<file path="src/rtl/uart_tx_fifo.sv">
`timescale 1ns/1ps
// uart_tx_fifo
// Buffered UART transmitter. Bytes pushed into a small FIFO are sent LSB
// first as start + 8 data + optional parity + stop. Each bit lasts
// CLKS_PER_BIT clocks. When the FIFO is not empty at the end of a stop bit,
// the next frame follows with no idle gap.
//
// Ports:
//   clk         rising-edge clock
//   rst         asynchronous active-low reset
//   wr_en       push request; accepted only while not full
//   wr_data     byte to push
//   parity_en   insert a parity bit after D7 (latched at frame start)
//   Tx          registered serial output, idle high
//   full/empty  FIFO status
//   count       FIFO occupancy, 0..DEPTH
//   busy        a frame is on the line
//   overflow    sticky, set by a write attempted while full
//   o_dbg_state current FSM state, for debug and checkers
//
// Write handshake: a push happens on a rising edge where wr_en=1 and full=0.
// A write while full is dropped and sets overflow. There is no ready/back-
// pressure beyond full. full is taken before any pop in the same cycle, so a
// write is never accepted into the slot that a simultaneous pop frees.
module uart_tx_fifo #(
    parameter int CLKS_PER_BIT = 32,
    parameter int DEPTH        = 4,
    parameter int PARITY_ODD   = 0
) (
    input  logic                     clk,
    input  logic                     rst,
    input  logic                     wr_en,
    input  logic [7:0]               wr_data,
    input  logic                     parity_en,
    output logic                     Tx,
    output logic                     full,
    output logic                     empty,
    output logic [$clog2(DEPTH):0]   count,
    output logic                     busy,
    output logic                     overflow,
    output logic [2:0]               o_dbg_state
);

    localparam int AW    = $clog2(DEPTH);
    localparam int CNT_W = AW + 1;
    localparam int BCW   = $clog2(CLKS_PER_BIT);

    localparam logic [CNT_W-1:0] CNT_ONE  = CNT_W'(1);
    localparam logic [CNT_W-1:0] CNT_FULL = CNT_W'(DEPTH);
    localparam logic [AW-1:0]    PTR_ONE  = AW'(1);
    localparam logic [BCW-1:0]   BIT_LAST = BCW'(CLKS_PER_BIT - 1);
    localparam logic [BCW-1:0]   BCNT_ONE = BCW'(1);
    localparam logic             PAR_ODD  = (PARITY_ODD != 0);

    typedef enum logic [2:0] {
        S_IDLE   = 3'd0,
        S_START  = 3'd1,
        S_DATA   = 3'd2,
        S_PARITY = 3'd3,
        S_STOP   = 3'd4
    } state_t;

    state_t           r_state;
    state_t           w_state_next;
    logic [7:0]       r_mem [DEPTH];
    logic [AW-1:0]    r_wr_ptr;
    logic [AW-1:0]    r_rd_ptr;
    logic [CNT_W-1:0] r_count;
    logic             r_overflow;
    logic [BCW-1:0]   r_bit_cnt;
    logic [2:0]       r_bit_idx;
    logic [7:0]       r_shift;
    logic             r_par_bit;
    logic             r_par_en;
    logic             r_tx;

    logic             w_full;
    logic             w_empty;
    logic             w_push;
    logic             w_pop;
    logic             w_tc;
    logic             w_tx_next;
    logic [7:0]       w_head;

    assign w_full  = (r_count == CNT_FULL);
    assign w_empty = (r_count == '0);
    assign w_push  = wr_en && !w_full;
    assign w_tc    = (r_bit_cnt == BIT_LAST);
    assign w_head  = r_mem[r_rd_ptr];

    assign Tx          = r_tx;
    assign full        = w_full;
    assign empty       = w_empty;
    assign count       = r_count;
    assign busy        = (r_state != S_IDLE);
    assign overflow    = r_overflow;
    assign o_dbg_state = r_state;

    // Next state, pop decision and the line level for the coming cycle.
    always_comb begin
        w_state_next = r_state;
        w_pop        = 1'b0;
        w_tx_next    = 1'b1;
        case (r_state)
            S_IDLE: begin
                if (!w_empty) begin
                    w_state_next = S_START;
                    w_pop        = 1'b1;
                end
            end
            S_START: begin
                if (w_tc) w_state_next = S_DATA;
            end
            S_DATA: begin
                if (w_tc && (r_bit_idx == 3'd7))
                    w_state_next = r_par_en ? S_PARITY : S_STOP;
            end
            S_PARITY: begin
                if (w_tc) w_state_next = S_STOP;
            end
            S_STOP: begin
                if (w_tc) begin
                    if (!w_empty) begin
                        w_state_next = S_START;
                        w_pop        = 1'b1;
                    end else begin
                        w_state_next = S_IDLE;
                    end
                end
            end
            default: w_state_next = S_IDLE;
        endcase

        // r_shift[0] is the bit currently on the line; at a data-bit boundary
        // the next bit is r_shift[1] because the shift lands on the same edge.
        case (w_state_next)
            S_START:  w_tx_next = 1'b0;
            S_DATA:   w_tx_next = ((r_state == S_DATA) && w_tc) ? r_shift[1] : r_shift[0];
            S_PARITY: w_tx_next = r_par_bit;
            default:  w_tx_next = 1'b1;
        endcase
    end

    // FIFO storage needs no reset: reset clears the pointers and the count.
    always_ff @(posedge clk) begin
        if (w_push) r_mem[r_wr_ptr] <= wr_data;
    end

    always_ff @(posedge clk or negedge rst) begin
        if (!rst) begin
            r_state    <= S_IDLE;
            r_wr_ptr   <= '0;
            r_rd_ptr   <= '0;
            r_count    <= '0;
            r_overflow <= 1'b0;
            r_bit_cnt  <= '0;
            r_bit_idx  <= '0;
            r_shift    <= '0;
            r_par_bit  <= 1'b0;
            r_par_en   <= 1'b0;
            r_tx       <= 1'b1;
        end else begin
            r_state <= w_state_next;
            r_tx    <= w_tx_next;

            if ((r_state == S_IDLE) || w_tc) r_bit_cnt <= '0;
            else                             r_bit_cnt <= r_bit_cnt + BCNT_ONE;

            if (w_pop) begin
                r_shift   <= w_head;
                r_par_bit <= (^w_head) ^ PAR_ODD;
                r_par_en  <= parity_en;
                r_bit_idx <= '0;
                r_rd_ptr  <= r_rd_ptr + PTR_ONE;
            end else if ((r_state == S_DATA) && w_tc) begin
                r_shift   <= {1'b0, r_shift[7:1]};
                r_bit_idx <= r_bit_idx + 3'd1;
            end

            if (w_push) r_wr_ptr <= r_wr_ptr + PTR_ONE;

            if (wr_en && w_full) r_overflow <= 1'b1;

            if (w_push && !w_pop)      r_count <= r_count + CNT_ONE;
            else if (w_pop && !w_push) r_count <= r_count - CNT_ONE;
        end
    end

endmodule
</file>
<file path="config.mk">
export PLATFORM = sky130hd
export DESIGN_NAME = uart_tx_fifo
export DESIGN_NICKNAME = d
export VERILOG_FILES = /design/src/rtl/uart_tx_fifo.sv
export SDC_FILE = /design/constraint.sdc
export NUM_CORES = 1
export LEC_CHECK = 0
export CAP_MARGIN = 10
export CORE_MARGIN = 8
export CORE_UTILIZATION = 61
export CTS_CLUSTER_SIZE = 12
export DETAILED_ROUTE_END_ITERATION = 16
export GPL_ROUTABILITY_DRIVEN = 0
export MAX_ROUTING_LAYER = met4
export PLACE_DENSITY = 0.83
export SLEW_MARGIN = 5
export SYNTH_ARGS = -nofsm -noshare
export SYNTH_HDL_FRONTEND = slang
export SYNTH_SLANG_ARGS = --single-unit
</file>
<file path="constraint.sdc">
create_clock -name clk -period 9.2 [get_ports clk]
set_clock_uncertainty 0.1 [all_clocks]
set_input_delay 0.92 -clock clk [delete_from_list [all_inputs] [get_ports clk]]
set_output_delay 0.92 -clock clk [all_outputs]
set_load 0.03 [all_outputs]
</file>
After elaboration in Yosys (flattened, before gate mapping). Memories as Yosys holds them, arrays and structs flattened. Cells that the tools add are included.

Eq/ne operators: 10. $add $sub $neg: 6. Reduce and logical (&&, ||, !) cells: 16. Muxes and demuxes: 22.

Operators with widths (number): $mux W3 (10); $mux W8 (2); $pmux W3 S5 (1); $eq A3 B2 Y1 const B (4); $eq A3 B3 Y1 const B (3); $reduce_xor A8 Y1 (1); $add A3 B1 Y3 const B (2); $eq A3 B1 Y1 const B (2); $logic_and A1 B1 Y1 (6); $logic_not A3 Y1 (2); $mux W1 (6); $add A5 B1 Y5 const B (1); $eq A5 B5 Y1 const B (1); $mux W5 (1); $add A2 B1 Y2 const B (2); $reduce_bool A2 Y1 (2); $logic_not A1 Y1 (3); $pmux W1 S3 (1); $reduce_bool A3 Y1 (1); $sub A3 B1 Y3 const B (1); $pmux W1 S2 (1); $logic_or A1 B1 Y1 (1).

Memory bits (writable): 32. Memories kept: 1. Flip-flop bits (word level): 30. Bits of input ports: 12. Logic and storage cells: 66. Output and inout bits: 11.

Memories: r_mem (words 4, width 8, rd ports 1, clocked after memory_dff 0, write ports 1, RTL line 65) `logic [7:0] r_mem [DEPTH];`.

Logic depth before layout (Yosys ltp). Gate-level depths: netlist (run 1).

Depth in word-level cells: 7. Mapped depth: 13. Depth with buffers taken out: 12.

Worst setup path before layout (run 1). No wires, ideal clock.

Path kind: reg2reg. Start point: register r_count[0] (netlist: count[0]). End point: register r_count[2] (netlist: count[2]). Period minus slack after synthesis: 3208 ps. Cell stages (with the launch flop): 11. Arrival time: 3027 ps. Data required time: 9020 ps. Setup time: 80 ps. Setup slack: 5992 ps. Buffers on the path: 1. Cells stage by stage: dfrtp_1 -> nor3_1 -> a2111oi_4 -> buf_2 -> inv_1 -> ha_1 -> inv_1 -> fa_1 -> xor2_1 -> nor2_1 -> xor2_1.

Word-level cells in the longest chain between the ends: 7. Elaborated cells on any way between the ends: 16. Those cells by class: add/sub (2); eq/ne (1); mux (5); reduce/logical (8).

Ends and longest elaborated chain: start: declaration (RTL line 68) `logic [CNT_W-1:0] r_count;`; start signal: assignment (RTL line 184) `if (w_push && !w_pop) r_count <= r_count + CNT_ONE;`; start signal: assignment (RTL line 185) `else if (w_pop && !w_push) r_count <= r_count - CNT_ONE;`; $logic_not A3 Y1 (*) (RTL line 86) `assign w_empty = (r_count == '0);`; named net empty (RTL line 37) `output logic empty,`; $mux W1 (*) (RTL line 106, 123); $mux W1 (RTL line 122) `if (w_tc) begin`; $pmux W1 S2 (*) (RTL line 104) `case (r_state)`; $logic_not A1 Y1 (RTL line 184); $logic_and A1 B1 Y1 (RTL line 184); $mux W3 / $reduce_bool A2 Y1 (equally long branches).

The timed path passes the listed nets; every way through them passes the cells marked *. The select of a mux whose other input is x is not followed. A chain may end at the register's enable or synchronous reset.

Worst setup path after layout (run 1).
Start point: register r_count[0] (netlist: count[0]). End point: output port empty.

Word-level cells in the longest chain between the ends: 1.

Ends and longest elaborated chain (RTL line): $logic_not A3 Y1 (86); end: declaration (37).

Every way passes these cells.

==> impl_metrics.ini, run 1 <==
[timing]
post-route-period-util_pct = 35.57
slew_viol_final = 0
maxClockFrequency_ghz = 0.3056
max_slew.worst_pin.slew_ps = 926.8
hold-worst-slack_ps = 356.0
post-route-worst-setup-slack_ps = 5928
setup_repair_after_global_routing_missed_its_margin = false
final_period_minus_worst_setup_slack_ps = 3272
timing_hold_violations_final = 0
worst_slew_margin_relative_to_its_limit_pct = 38.21
final-setup-viol-count = 0
setup_tns_ps = 0

[placed_design]
detailed_place.area_sq_mm = 0.002958
pre_cts_ws_ps = 5953
place.detailed.hpwl_um = 3290
io_buffers = 22
post-place-cells = 256

[final_layout]
mostFrequentLayoutCells = 32 x sky130_fd_sc_hd__edfxtp_1, 29 x sky130_fd_sc_hd__dfrtp_1, 25 x sky130_fd_sc_hd__nand2_1, 22 x sky130_fd_sc_hd__clkdlybuf4s50_1, 11 x sky130_fd_sc_hd__xnor2_1
area.growth.synth_to_final_pct = 18.01
final-instance-count-excl-fill = 272
finish.net_count = 238
antenna_cells = 0
final_design_area_no_fill_sq_mm = 0.003181
final_common_cell = sky130_fd_sc_hd__edfxtp_1
nFillCells = 268
layout.core_utilization_pct = 74.07
post_route_cells_drive_above_1_share_pct = 14.09

[critical_path]
timing.setup.critical_path_class = flip-flop to output pin
timing.critical_path.fanout_max = 5
crit_arrival_ps = 2250
setup.worst_path.start_class = flip-flop
critical_path_required_ps = 8180
timing.critical_path.to_type = output pin

[clocking]
clock_sinks = 62
insertion_delay_ps = 330
post-cts-setup-buffers = 0
cts_hold_repair.buffers = 0
cts_tree = built
clkSlewWorstSetupHoldPaths_ps = 60
cts_made_buffers = 9
cts-root-buf = sky130_fd_sc_hd__clkbuf_8
post_cts_resize_count = 0
clock_tree.buffer_depth = 2
ctsHtreeMaxLevel = 3

[die]
fp.dieW_um = 82.47
floorplan.die.height_um = 82.47
core_outline_area_sq_mm = 0.004294
initial_core_util_pct = 62.76
placementRows = 24
dieArea_sq_mm = 0.006801
num_io_pins = 23

[yosys]
synth_ff_type = sky130_fd_sc_hd__edfxtp_1
net_count_of_the_mapped_netlist = 209
post_synth.cell_area_avg_sq_um = 14.49
synth.yosys.seq_area_share_pct = 63.56
synth.area.top_cells = sky130_fd_sc_hd__edfxtp_1 36%, sky130_fd_sc_hd__dfrtp_1 27%, sky130_fd_sc_hd__mux4_2 6.7%
netlist.area_leader.share_pct = 35.65
post_synth_inst_count = 186
synth-async-reset-ratio_pct = 48.39
library_cell_with_the_largest_summed_area_after_synthesis = sky130_fd_sc_hd__edfxtp_1
unique_cell_type_count_in_the_yosys_netlist = 38
syn_area_sq_mm = 0.002695
yosys_warnings = 0
synth_register_bits = 62
number_of_synthesized_flops_with_an_enable_pin = 32

[pwr]
static-leakage-power_nw = 1.250
report.power.total_mw = 1.087
power.ir.vdd_worst_v = 0.0002079
p_per_area_mw_per_mm2 = 341.8

[route]
post-route-drc-count = 0
drt-initial-drc-count = 104
final_antenna_net_count = 0
finalWirelength_um = 4616
drt_pre_antenna_iters = 4
route.vias.total = 1560
route.detailed.wl_per_inst_um = 16.97
avg_vias_per_cell = 5.735

[global_routing]
grt.overflow.total = 0
largest_net_degree_at_the_start_of_global_routing = 31
antenna_found_initial = 0
grt_pass1_wl_um = 7707
first_global_vias = 1640
global_route.usage.total_pct = 16.02

[hold_path]
class_of_the_tightest_hold_or_removal_check = flip-flop to flip-flop

[run]
number_of_max_capacitance_violations_reported = 0

[run_status]
status = finished, final reports clean
## cell type report
cell class / count / area, sq um / area share (%)
sequential: 62 / 1713 / 53.86
multi-input combinational: 114 / 933.4 / 29.35
timing repair buffer: 23 / 227.7 / 7.160
clock buffer: 9 / 123.9 / 3.895
clock inverter: 7 / 98.84 / 3.108
tap: 52 / 65.06 / 2.046
inverter: 5 / 18.77 / 0.5901
## state kept, by name, indices dropped and copies added, names as in the netlist, 2 cells and up
register	count
r_rd_ptr	2
count	3
r_mem	32
o_dbg_state	3
r_shift	8
r_bit_idx	3
r_wr_ptr	2
r_bit_cnt	5
## kinds of logic after synthesis
group / share of synthesized area (%)
mux: 7.892
buf+inv: 1.810
flops: 63.56
simple gates: 9.842
fa+ha+maj: 5.385
compound gates: 6.639
xor+xnor: 4.874
## cells in the mapped netlist (2+ instances only)
master and count:
sky130_fd_sc_hd__nand2_1 25, sky130_fd_sc_hd__buf_2 2, sky130_fd_sc_hd__o21ai_0 8, sky130_fd_sc_hd__xnor2_1 11
sky130_fd_sc_hd__nand2b_1 3, sky130_fd_sc_hd__dfrtp_1 29, sky130_fd_sc_hd__and3_1 2, sky130_fd_sc_hd__mux2_2 2
sky130_fd_sc_hd__edfxtp_1 32, sky130_fd_sc_hd__nor2_1 8, sky130_fd_sc_hd__mux4_2 8, sky130_fd_sc_hd__and2_1 6
sky130_fd_sc_hd__nor2b_1 2, sky130_fd_sc_hd__inv_1 5, sky130_fd_sc_hd__a21oi_1 3, sky130_fd_sc_hd__ha_1 10
sky130_fd_sc_hd__xor2_1 4, sky130_fd_sc_hd__a22oi_1 6
## worst max-delay path: stages, from the launching register on
cell and delay, ps:
sky130_fd_sc_hd__dfrtp_1 460, sky130_fd_sc_hd__nor3_1 660, sky130_fd_sc_hd__clkdlybuf4s50_1 810
## report_power, final
| group | leakage, nW | internal (mW) | switching, mW |
|---|---|---|---|
| logic | 0.483 | 0.183 | 0.192 |
| registers | 0.658 | 0.381 | 0.0722 |
| clock network | 0.109 | 0.153 | 0.107 |
| total | 1.25 | 0.717 | 0.370 |
## metal layers
metal	global-route usage [%]	vias to the layer above	share of wire (%)
met5	-	-	0
met4	7.895	0	1.9
met3	4.654	13	3.7
met2	26.31	32	53
met1	17.41	783	41
li1	-	732	-
## path summary, 6_finish.rpt
check,from,slack [ps],end,depth (start not counted)
hold reg to reg,overflow$_DFFE_PN0P_,360,overflow$_DFFE_PN0P_,1
hold / removal,overflow$_DFFE_PN0P_,360,overflow$_DFFE_PN0P_,1
min in group asynchronous,rst,870,r_par_bit$_DFFE_PN0N_,2
setup reg to reg,r_bit_cnt[0]$_DFF_PN0_,5960,count[1]$_DFFE_PN0P_,10
max in group asynchronous,rst,7820,Tx$_DFF_PN1_,2
setup / recovery,count[0]$_DFFE_PN0P_,5930,empty,2
No activity file was read; power rests on OpenSTA's default activity.
==> run 2: changes to the inputs <==
Settings changed: CORE_UTILIZATION 61 to 57, PLACE_DENSITY 0.83 to 0.79.
Clock period 9.2 ns to 3.2 ns, I/O delays scaled along.
==> impl_metrics.ini, run 2 (synthesis results as in run 1) <==
[pwr]
static-leakage-power_nw = 1.238
p_per_area_mw_per_mm2 = 957.4
power.ir.vdd_worst_v = 0.0005338

[die]
dieArea_sq_mm = 0.007184
core_outline_area_sq_mm = 0.004629
num_io_pins = 23
initial_core_util_pct = 58.22
floorplan.die.height_um = 84.76
fp.dieW_um = 84.76
placementRows = 25

[final_layout]
nFillCells = 318
post_route_cells_drive_above_1_share_pct = 13.57
largest_reg_flops = 32
reg.largest.list = r_mem x32, r_shift x8, r_bit_cnt x5
antenna_cells = 0
mostFrequentLayoutCells = 32 x sky130_fd_sc_hd__edfxtp_1, 29 x sky130_fd_sc_hd__dfrtp_1, 25 x sky130_fd_sc_hd__nand2_1, 22 x sky130_fd_sc_hd__clkdlybuf4s50_1, 11 x sky130_fd_sc_hd__xnor2_1
finish.net_count = 239
final_common_cell = sky130_fd_sc_hd__edfxtp_1
area.growth.synth_to_final_pct = 17.08
final_design_area_no_fill_sq_mm = 0.003156
max_flop_register = r_mem

[clocking]
post_cts_resize_count = 0
cts_made_buffers = 9
clock_tree.buffer_depth = 2
post-cts-setup-buffers = 0
cts-root-buf = sky130_fd_sc_hd__clkbuf_8
clkSlewWorstSetupHoldPaths_ps = 70
cts_hold_repair.buffers = 0
ctsHtreeMaxLevel = 3
insertion_delay_ps = 320
cts_tree = built
clock_sinks = 62

[critical_path]
timing.setup.critical_path_class = flip-flop to flip-flop
worst_path_largest_cell_delay_ps = 410
path_delay_family = adder cells
crit_path_cell_trace = ha_1 -> and3_1 -> ha_1 -> inv_1 -> a2111oi_4 -> inv_1 -> ha_1 -> inv_1 -> fa_1 -> mux2_2
setup.worst_path.start_class = flip-flop
critical_path.n_buffers_inverters = 3
slowest_cell_on_crit_path = sky130_fd_sc_hd__fa_1
timing.critical_path.to_type = flip-flop
crit_arrival_ps = 2830
rr_worst_depth = 10
worst-path-stages = 10
timing.critical_path.fanout_max = 3
critical_path_required_ps = 3310

[timing]
setup_tns_ps = 0
hold-worst-slack_ps = 284.0
final-setup-viol-count = 0
timing_hold_violations_final = 0
slew_viol_final = 0
maxClockFrequency_ghz = 0.3678
post-route-period-util_pct = 84.97
final_period_minus_worst_setup_slack_ps = 2719
setup_repair_after_global_routing_missed_its_margin = false
max_slew.worst_pin.slew_ps = 560.9
worst_slew_margin_relative_to_its_limit_pct = 62.60

[route]
post-route-drc-count = 0
drt-initial-drc-count = 104
avg_vias_per_cell = 5.745
drt_pre_antenna_iters = 4
wl_met2_um = 2403
wl_met1_um = 2069
route.vias.total = 1580
finalWirelength_um = 4699
route.detailed.wl_per_inst_um = 17.09
met3_wirelength_from_detailed_routing_um = 155
top_layer_used = met4
final_antenna_net_count = 0

[placed_design]
place.detailed.hpwl_um = 3333
io_buffers = 22
detailed_place.area_sq_mm = 0.002973

[global_routing]
global_route.usage.total_pct = 14.61
grt_pass1_wl_um = 7803
grt.overflow.total = 0
first_global_vias = 1666
largest_net_degree_at_the_start_of_global_routing = 31
antenna_found_initial = 0

[run]
number_of_max_capacitance_violations_reported = 0

[hold_path]
class_of_the_tightest_hold_or_removal_check = input pin to async pin

[run_status]
status = finished, final reports clean
## run 2: cell count changes in the layout (fill, tap and decap cells not counted), sizes merged
cell and change:
buf +1, clkbuf +2, clkinv -1, bufinv -1
## run 2: cell type report
type,instances,area (sq um),share of cell area (%)
sequential,62,1713,54.28
timing repair buffer,24,235.2,7.454
tap,54,67.56,2.141
inverter,5,18.77,0.5948
clock inverter,5,51.30,1.626
clock buffer,11,131.4,4.163
multi-input combinational,114,938.4,29.74
## run 2: metrics by stage
stage	std cells	util, %	total power [mW]	setup WS (ps)
CTS	275	68.16	3.048	482.0
detailed placement	259	64.22	2.407	496.0
global placement	259	64.22	2.344	645.2
global route	275	68.16	3.206	374.4
floorplan	186	-	2.101	281.1
finish	275	68.16	3.021	481.1
## run 2: layer usage
metal | track usage, % | vias to the layer above
met4 | 7.282 | 0
met5 | - | -
met2 | 24.27 | 42
met1 | 15.86 | 798
met3 | 3.902 | 7
li1 | - | 733
## run 2: path summary, 6_finish.rpt
| path | from | end | slack [ps] |
|---|---|---|---|
| worst max-delay path | r_bit_cnt[0]$_DFF_PN0_ | count[1]$_DFFE_PN0P_ | 480 |
| worst min-delay path | rst | r_par_en$_DFFE_PN0N_ | 280 |
| worst max register to register | r_bit_cnt[0]$_DFF_PN0_ | count[1]$_DFFE_PN0P_ | 480 |
| worst min register to register | overflow$_DFFE_PN0P_ | overflow$_DFFE_PN0P_ | 360 |
| max in group asynchronous | rst | Tx$_DFF_PN1_ | 2390 |
| min in group clk | overflow$_DFFE_PN0P_ | overflow$_DFFE_PN0P_ | 360 |
## run 2: where the power goes
part,switching (mW),leakage [nW],internal (mW)
Clock,0.280,0.0907,0.355
Combinational,0.547,0.489,0.532
Sequential,0.211,0.658,1.10
Total,1.04,1.24,1.98
==> run 3: changes to the inputs <==
Clock period 3.2 ns to 2.8 ns, I/O delays scaled along.
==> impl_metrics.ini, run 3 (synthesis results as in run 1) <==
[run_status]
status = finished, final reports clean

[critical_path]
crit_arrival_ps = 2680
timing.setup.critical_path_class = flip-flop to flip-flop
reg2reg_setup_slack_ps = 240
rr_endpoint = count[1]$_DFFE_PN0P_
rr_worst_depth = 10
setup.worst_path.start_class = flip-flop
critical_path_required_ps = 2920
timing.critical_path.fanout_max = 3
r2r_start = r_bit_cnt[0]$_DFF_PN0_
timing.critical_path.to_type = flip-flop
worstSetupStartpoint = r_bit_cnt[0]$_DFF_PN0_
setup.worst_path.end = count[1]$_DFFE_PN0P_

[timing]
max_slew.worst_pin.slew_ps = 562.4
setup_tns_ps = 0
worst_slew_margin_relative_to_its_limit_pct = 62.51
final_period_minus_worst_setup_slack_ps = 2559
setup_repair_after_global_routing_missed_its_margin = false
slew_viol_final = 0
hold-worst-slack_ps = 231.7
maxClockFrequency_ghz = 0.3908
post-route-period-util_pct = 91.39
final-setup-viol-count = 0
timing_hold_violations_final = 0

[global_routing]
global_route.usage.total_pct = 14.87
grt.overflow.total = 0
grt_pass1_wl_um = 7900
antenna_found_initial = 0
first_global_vias = 1676
largest_net_degree_at_the_start_of_global_routing = 31

[final_layout]
mostFrequentLayoutCells = 32 x sky130_fd_sc_hd__edfxtp_1, 29 x sky130_fd_sc_hd__dfrtp_1, 25 x sky130_fd_sc_hd__nand2_1, 22 x sky130_fd_sc_hd__clkdlybuf4s50_1, 11 x sky130_fd_sc_hd__xnor2_1
area.growth.synth_to_final_pct = 19.73
antenna_cells = 0
max_flop_register = r_mem
final_common_cell = sky130_fd_sc_hd__edfxtp_1
nFillCells = 313
reg.largest.list = r_mem x32, r_shift x8, r_bit_cnt x5
post_route_cells_drive_above_1_share_pct = 17.49
finish.net_count = 241
largest_reg_flops = 32

[route]
avg_vias_per_cell = 5.794
post-route-drc-count = 0
drt-initial-drc-count = 101
final_antenna_net_count = 0
route.detailed.wl_per_inst_um = 16.99
route.vias.total = 1605
drt_pre_antenna_iters = 4
finalWirelength_um = 4705

[die]
fp.dieW_um = 84.76
placementRows = 25
dieArea_sq_mm = 0.007184
num_io_pins = 23
initial_core_util_pct = 58.22
core_outline_area_sq_mm = 0.004629
floorplan.die.height_um = 84.76

[pwr]
power.share.sequential_pct = 41.8
p_sw_mw = 1.225
power.share.clock_pct = 23.6
p_per_area_mw_per_mm2 = 1114
sw_frac_of_total_pct = 34.07
power.share.combinational_pct = 34.7
static-leakage-power_nw = 1.260
int_power_mw = 2.369
power.ir.vdd_worst_v = 0.0006700

[clocking]
cts_hold_repair.buffers = 0
cts-root-buf = sky130_fd_sc_hd__clkbuf_8
post_cts_resize_count = 0
clock_sinks = 62
insertion_delay_ps = 340
post-cts-setup-buffers = 0
clkSlewWorstSetupHoldPaths_ps = 70
ctsHtreeMaxLevel = 3
cts_tree = built
clock_tree.buffer_depth = 2
cts_made_buffers = 9

[placed_design]
io_buffers = 22
place.detailed.hpwl_um = 3301

[run]
number_of_max_capacitance_violations_reported = 0

[hold_path]
class_of_the_tightest_hold_or_removal_check = input pin to async pin
## run 3: power groups by stage
stage          combinational, mW  sequential (mW)  clock (mW)
5_1_grt                     1.37             1.54       0.897
3_5_place_dp                1.25             1.52           0
4_1_cts                     1.26             1.50       0.856
2_1_floorplan              0.924             1.49           0
3_3_place_gp                1.21             1.49           0
6_report                    1.25             1.50       0.847
## run 3: worst min path at each step
stage | to | slack, ps | start
5_1_grt | r_par_en$_DFFE_PN0N_ | 260 | rst
2_1_floorplan | count[0]$_DFFE_PN0P_ | -120 | rst
6_report | o_dbg_state[0]$_DFF_PN0_ | 230 | rst
3_3_place_gp | overflow$_DFFE_PN0P_ | 340 | overflow$_DFFE_PN0P_
3_5_place_dp | overflow$_DFFE_PN0P_ | 350 | overflow$_DFFE_PN0P_
4_1_cts | r_par_en$_DFFE_PN0N_ | 240 | rst
## run 3: critical path, cell delays in order, from the launching register on
cell and delay [ps]:
sky130_fd_sc_hd__dfrtp_1 390, sky130_fd_sc_hd__ha_2 200, sky130_fd_sc_hd__and3_4 200, sky130_fd_sc_hd__ha_4 140, sky130_fd_sc_hd__inv_2 50, sky130_fd_sc_hd__a2111oi_4 310
sky130_fd_sc_hd__inv_1 90, sky130_fd_sc_hd__ha_1 210, sky130_fd_sc_hd__inv_1 80, sky130_fd_sc_hd__fa_1 400, sky130_fd_sc_hd__mux2_2 270
## run 3: cell type report
cell class,instances,area [sq um],share of cell area (%)
Sequential cell,62,1713,53.08
Multi-Input combinational cell,114,963.4,29.86
Timing Repair Buffer,26,250.2,7.755
Clock buffer,10,127.6,3.955
Clock inverter,6,86.33,2.675
Tap cell,54,67.56,2.094
Inverter,5,18.77,0.5816
## run 3: metal layers
| metal | global-route usage (%) | vias up | routed length (um) |
|---|---|---|---|
| met5 | - | - | 0 |
| met3 | 5.756 | 13 | 232 |
| met4 | 8.091 | 0 | 106 |
| li1 | - | 738 | - |
| met2 | 22.98 | 51 | 2349 |
| met1 | 16.23 | 803 | 2016 |
## run 3: stage by stage
step                      setup slack [ps]  utilization (%)  power [mW]  cell area, sq um  cells
after floorplan                      2.639                -       2.418              2728    186
after global placement               365.1            65.08       2.698              3013    261
after detailed placement             236.3            65.08       2.770              3013    261
after CTS                            228.9            69.70       3.623              3227    277
after global routing                 134.0            69.70       3.810              3227    277
final                                241.2            69.70       3.594              3227    277
